File: config.mk
export PLATFORM = sky130hd
export DESIGN_NAME = reg_file_dump_ctrl
export DESIGN_NICKNAME = d
export VERILOG_FILES = /design/src/rtl/reg_file_dump_ctrl.sv
export SDC_FILE = /design/constraint.sdc
export NUM_CORES = 1
export LEC_CHECK = 0
export BUFFER_PORTS_ARGS = -buffer_cell sky130_fd_sc_hd__buf_2
export CAP_MARGIN = 20
export CORE_MARGIN = 1.5
export CORE_UTILIZATION = 41
export DETAILED_ROUTE_END_ITERATION = 8
export GPL_TIMING_DRIVEN = 0
export HOLD_SLACK_MARGIN = 0.02
export MAX_ROUTING_LAYER = met4
export PLACE_DENSITY = 0.84
export SYNTH_ARGS = -nofsm -noshare
export SYNTH_HDL_FRONTEND = slang
export SYNTH_SLANG_ARGS = --single-unit
File: constraint.sdc
create_clock -name clk -period 2.7 [get_ports clk]
set_input_delay 0 -clock clk [delete_from_list [all_inputs] [get_ports clk]]
set_output_delay 0 -clock clk [all_outputs]
set_load 0.1 [all_outputs]
File: src/rtl/reg_file_dump_ctrl.sv
// reg_file_dump_ctrl: walks the register file one index at a time and streams each value
// out over a valid/ready port while the core pipeline is held stalled.
module reg_file_dump_ctrl #(
    parameter int DATA_W   = 32,
    parameter int NUM_REGS = 32,
    parameter int ADDR_W   = 5
) (
    input  logic              clk,
    input  logic              rstb,
    input  logic              dump_start,
    input  logic [ADDR_W-1:0] core_rs_addr,
    output logic [DATA_W-1:0] core_rd_data,
    input  logic              core_wb_en,
    input  logic [ADDR_W-1:0] core_wb_addr,
    input  logic [DATA_W-1:0] core_wb_data,
    output logic              core_stall,
    output logic [ADDR_W-1:0] rf_rd_addr,
    input  logic [DATA_W-1:0] rf_rd_data,
    output logic              rf_wr_en,
    output logic [ADDR_W-1:0] rf_wr_addr,
    output logic [DATA_W-1:0] rf_wr_data,
    output logic              dump_valid,
    input  logic              dump_ready,
    output logic [ADDR_W-1:0] dump_addr,
    output logic [DATA_W-1:0] dump_data,
    output logic              dump_last,
    output logic              dump_done,
    output logic              busy
);
    localparam logic [ADDR_W-1:0] LAST_IDX = ADDR_W'(NUM_REGS - 1);

    typedef enum logic [2:0] {
        IDLE,
        DRAIN,
        READ,
        SEND,
        DONE
    } state_t;

    state_t            r_state;
    state_t            w_next_state;
    logic [ADDR_W-1:0] r_idx;
    logic [DATA_W-1:0] r_dump_data;
    logic [ADDR_W-1:0] r_dump_addr;
    logic              r_dump_valid;
    logic              r_dump_done;
    logic              w_handshake;
    logic              w_at_last;

    assign w_handshake = r_dump_valid & dump_ready;
    assign w_at_last   = (r_idx == LAST_IDX);

    always_ff @(posedge clk) begin
        if (!rstb) begin
            r_state <= IDLE;
        end else begin
            r_state <= w_next_state;
        end
    end

    always_comb begin
        w_next_state = r_state;
        case (r_state)
            IDLE:    if (dump_start) w_next_state = DRAIN;
            DRAIN:   w_next_state = READ;
            READ:    w_next_state = SEND;
            SEND:    if (w_handshake) w_next_state = w_at_last ? DONE : READ;
            DONE:    w_next_state = IDLE;
            default: w_next_state = IDLE;
        endcase
    end

    // The beat is captured at the end of READ so dump_data stays frozen for all of SEND.
    always_ff @(posedge clk) begin
        if (!rstb) begin
            r_idx        <= '0;
            r_dump_data  <= '0;
            r_dump_addr  <= '0;
            r_dump_valid <= 1'b0;
            r_dump_done  <= 1'b0;
        end else begin
            r_dump_done <= 1'b0;
            case (r_state)
                IDLE: begin
                    if (dump_start) r_idx <= '0;
                end
                READ: begin
                    r_dump_data  <= rf_rd_data;
                    r_dump_addr  <= r_idx;
                    r_dump_valid <= 1'b1;
                end
                SEND: begin
                    if (w_handshake) begin
                        r_dump_valid <= 1'b0;
                        if (w_at_last) begin
                            r_dump_done <= 1'b1;
                        end else begin
                            r_idx <= r_idx + ADDR_W'(1);
                        end
                    end
                end
                default: ;
            endcase
        end
    end

    // DRAIN still lets the in-flight writeback land; READ/SEND own the RF exclusively.
    always_comb begin
        core_stall = 1'b0;
        rf_rd_addr = core_rs_addr;
        rf_wr_en   = core_wb_en;
        case (r_state)
            DRAIN: core_stall = 1'b1;
            READ, SEND: begin
                core_stall = 1'b1;
                rf_rd_addr = r_idx;
                rf_wr_en   = 1'b0;
            end
            default: ;
        endcase
    end

    assign core_rd_data = rf_rd_data;
    assign rf_wr_addr   = core_wb_addr;
    assign rf_wr_data   = core_wb_data;
    assign dump_valid   = r_dump_valid;
    assign dump_addr    = r_dump_addr;
    assign dump_data    = r_dump_data;
    assign dump_done    = r_dump_done;
    assign dump_last    = r_dump_valid & (r_dump_addr == LAST_IDX);
    assign busy         = (r_state != IDLE);

endmodule
Word-level counts from Yosys, hierarchy flattened:

Index checks and enable logic that the tools add are counted.

* $add $sub $neg: 1
* $mul: 0
* divide/modulo/power cells: 0
* magnitude comparators: 0
* equality and inequality tests: 8
* shifts and indexed selects: 0
* multiplexer cells: 14
* bitwise logic cells: 2
* reductions and logical operators: 10

Operators by type and width (count)
* two-way mux 5 bit: 4
* one-hot mux 3 bit (4 select lines): 1
* == test 5 bit (second input constant): 2
* one-hot mux 5 bit (2 select lines): 1
* two-way mux 3 bit: 3
* == test 3 x 2 -> 1 bit (second input constant): 2
* != test 2 bit (second input constant): 3
* adder 5 x 1 -> 5 bit (second input constant): 1
* two-way mux 1 bit: 4
* AND reduction 2 bit: 2
* AND reduction 4 bit: 1
* nonzero test 2 bit: 2
* == test 3 x 1 -> 1 bit (second input constant): 1
* logical NOT 3 bit: 1
* AND reduction 3 bit: 1
* nonzero test 3 bit: 1
* OR reduction 3 bit: 1
* bitwise AND 1 bit: 2
* one-hot mux 1 bit (2 select lines): 1
* OR reduction 2 bit: 1

* flip-flop bits (word level): 47
* latch bits: 0
* bits in writable memories: 0
* bits in read-only memories: 0
* input port bits: 79
* output and inout port bits: 117
* word-level logic and storage cells: 41
* memories: 0

Longest topological paths before layout:

* depth after elaboration: 4
* depth in mapped cells: 6
* depth with buffers taken out: 6

Worst setup path before layout:

OpenSTA, ideal clock, no wires.

* path kind: reg-to-output
* start: reg r_dump_addr[3] (netlist: dump_addr[3])
* end: out dump_last
* arrival: 2417 ps
* data required time: 2700 ps
* slack: 283 ps
* stages on the path, launching flop included: 3
* buffers on the path: 0
* cells stage by stage: dfxtp_1 > nand4_1 > nor2_1

* word-level cells in the longest chain between the ends: 2

RTL lines
* from (decl): line 44 `logic [ADDR_W-1:0] r_dump_addr;`
* from (signal assigned): line 89 `r_dump_addr <= r_idx;`
* == test 5 bit: line 130 `assign dump_last = r_dump_valid & (r_dump_addr == LAST_IDX);`
* bitwise AND 1 bit: line 130
* to (decl): line 26 `output logic dump_last,`

Every way passes these cells.

Final worst setup path:

* start: reg r_idx[0]
* end: reg r_idx[2]

* elaborated cells between the ends (all ways): 7
* those cells by class: 1 x add/sub; 2 x eq/ne; 3 x mux; 1 x reduce/logical

RTL lines
* from (decl): line 42 `logic [ADDR_W-1:0] r_idx;`
* from (signal assigned): line 98 `r_idx <= r_idx + ADDR_W'(1);`
* == test 5 bit: line 51 `assign w_at_last = (r_idx == LAST_IDX);`
* net w_at_last: line 48 `logic w_at_last;`
* != test 2 bit (no line)
* AND reduction 4 bit (no line)

The timed path passes the listed nets, and every way through them passes these cells. The select of a mux whose other input is x is not followed.
A chain may end at the register's enable or synchronous reset.

==> impl_metrics.tcl <==
set metrics [dict create \
    cts.reportedPaths.clkPinSlew_ps 80 \
    path_buf_inv 0 \
    cp_data_arrival_time_ps 2100 \
    clk_path_buf_depth 2 \
    layout_common_cells "buf_2, nand2_1, buf_4" \
    chipHeight_um 80.0 \
    grt_pass1_wl_mm 11.0 \
    core_area_um2 5610 \
    max_cap_viol_count 0 \
    cts_buffers 5 \
    synthesis.area_um2 2430 \
    cts_tree "done" \
    synth_area_leaders "dfxtp_1, buf_4, nand2_1" \
    start_kind "flop" \
    htreeDepth 2 \
    syn_inst 297 \
    grt_max_degree 14 \
    worstPathRequired_ps 2880 \
    path_delay_family "simple AND/OR/NAND/NOR gates" \
    synth_area_per_cell_um2 8.19 \
    synth_top_area_frac 0.387 \
    instances_no_fill 566 \
    grt_setup_unrepaired "no" \
    holdBufCountCts 33 \
    grt_antenna_before_repair 0 \
    hold_class "in2reg" \
    max-vdd-ir-drop_mv 0.426 \
    finalCritPeriodShare 0.709 \
    first_iter_violations 73 \
    powerDensity_nw_per_um2 630 \
    critPathCaptureType "flop" \
    placedCellCount 526 \
    crit_chain "ha_1 > and3_1 > ha_1 > and4bb_2 > a21boi_4 > a311o_1" \
    antenna_left 0 \
    startpoint "r_idx[0]$_SDFFE_PN0P_" \
    clock.fmax_ghz 0.522 \
    vias 2626 \
    hold_violations 0 \
    setup_tns_ps 0 \
    cts_sinks 47 \
    num_antenna_cells 0 \
    mostFrequentLayoutCell "buf_2" \
    fillCellCount 444 \
    maxSlewHeadroom 0.656 \
    rows 27 \
    drive_gt1_frac 0.520 \
    crit_type "reg2reg" \
    num-nets-final 575 \
    yosysUniqueCellTypes 39 \
    viasPerCell 4.64 \
    synth_seq_cells 47 \
    cp_max_fo 6 \
    max_stage_delay_ps 370 \
    clock_latency_ps 290 \
    setup_violations 0 \
    min-delay-start "dump_ready" \
    synth.yosys.seq_area_share 0.387 \
    clockRootBuffer "clkbuf_8" \
    initial_core_util 0.434 \
    post_cts_buffers 0 \
    period_needed_ps 1910 \
    dpl.hpwl_mm 5.22 \
    routed_wl_mm 7.45 \
    drc_errors 0 \
    wl_per_cell_um 13.2 \
    status "complete, no violations" \
    worst_pin_slew_ps 520 \
    crit_path_top_delay_cell "dfxtp_1" \
    grt_util_all_layers 0.229 \
    cp_common_cell "ha_1" \
    grt_pass1_vias 2362 \
    area_delta_synth_final_pct 53.8 \
    io-pin-count 196 \
    port_buffers 157 \
    leakage_nw 1.92 \
    seq_area_um2 941 \
    clock_skew_ps 4.66 \
    synth_fp_nets 378 \
    cts_resized 0 \
    die-area_um2 6400 \
    firstDrtPassIters 4 \
    drv_slew 0 \
    multi_input_area_um2 876 \
    synth_area_leader_cell "dfxtp_1" \
    yosys_warnings 0 \
    die_w_um 80.0 \
    rr_startpoint "r_idx[0]$_SDFFE_PN0P_" \
    place_congestion 0.789 \
    grt-ovfl-total 0 \
    power_mw 2.36 \
]
[power by group]
part | internal, mW | leakage [nW] | switching (mW)
combinational | 0.236 | 1.49 | 0.884
clock | 0.272 | 0.0513 | 0.223
sequential | 0.727 | 0.382 | 0.0172
[worst register-to-register path, stage by stage (launching register included)]
cell and delay (ps):
dfxtp_1 370, ha_1 240, and3_1 180, ha_1 220, and4bb_2 360, a21boi_4 90
a311o_1 350
[worst paths after layout]
kind                          endpoint  slack (ps)  cells past startpoint
min            dump_valid$_SDFFE_PN0P_         110                      4
max reg2reg      r_idx[2]$_SDFFE_PN0P_         790                      6
max              r_idx[2]$_SDFFE_PN0P_         790                      6
min reg2reg  dump_data[0]$_SDFFE_PN0P_         450                      2
[cell usage after synthesis]
| master | number |
|---|---|
| mux2i_1 | 2 |
| nor4_1 | 2 |
| and3b_1 | 1 |
| a311o_1 | 1 |
| buf_4 | 70 |
| and4bb_2 | 1 |
| o2111ai_1 | 1 |
| mux2_2 | 5 |
| dfxtp_1 | 47 |
| and3_1 | 4 |
| or3_2 | 1 |
| nand4_1 | 2 |
| a21oi_1 | 38 |
| nand4bb_1 | 1 |
| or3b_2 | 1 |
| or4b_4 | 1 |
| and2_1 | 1 |
| buf_6 | 1 |
| clkbuf_2 | 1 |
| nor3b_4 | 1 |
| nand3b_1 | 2 |
| nand3_1 | 1 |
| a31o_2 | 1 |
| inv_1 | 2 |
| nand2b_1 | 1 |
| ha_1 | 2 |
| nor3_1 | 2 |
| nor2_1 | 4 |
| a21boi_4 | 1 |
| clkbuf_8 | 1 |
| o21ai_0 | 1 |
| nor2b_1 | 1 |
| and2_2 | 1 |
| a2bb2oi_1 | 1 |
| and4_2 | 1 |
| clkbuf_1 | 6 |
| nand2_1 | 80 |
| and4b_2 | 1 |
| buf_2 | 6 |
[state kept, by name (all words and copies together) (netlist names)]
signal and cells:
dump_valid 1, dump_done 1, r_state 3, dump_data 32, dump_addr 5, r_idx 5
[stage by stage]
step / instance area [um^2] / setup WS (ps) / utilization / hold WS (ps)
floorplan: 2430 / 283 / - / 136
global placement: 3310 / 836 / 0.590 / 251
detailed placement: 3310 / 787 / 0.590 / 259
CTS: 3740 / 783 / 0.667 / 109
global route: 3740 / 708 / 0.667 / 147
finish: 3740 / 786 / 0.667 / 109
[layout make-up]
cell class | instances | area share
tap | 72 | 0.0241
timing repair buffer | 190 | 0.298
buffer | 85 | 0.163
inverter | 2 | 0.00201
multi-input combinational | 163 | 0.234
clock buffer | 6 | 0.0194
sequential | 47 | 0.252
clock inverter | 1 | 0.00803
[logic make-up after synthesis]
group                      synth area share
buffers and inverters                 0.253
DFF                                   0.387
adders and majority gates            0.0103
AOI/OAI and AO/OA                     0.103
and+or+nand+nor                       0.216
muxes                                0.0314
[layer usage]
metal,global-route usage,up-vias,share of wire
li1,-,1294,-
met1,0.230,1181,0.37
met2,0.426,134,0.53
met3,0.0503,17,0.083
met4,0.0897,0,0.022
met5,-,-,0
Note: power is estimated with default switching activity, not from simulation.
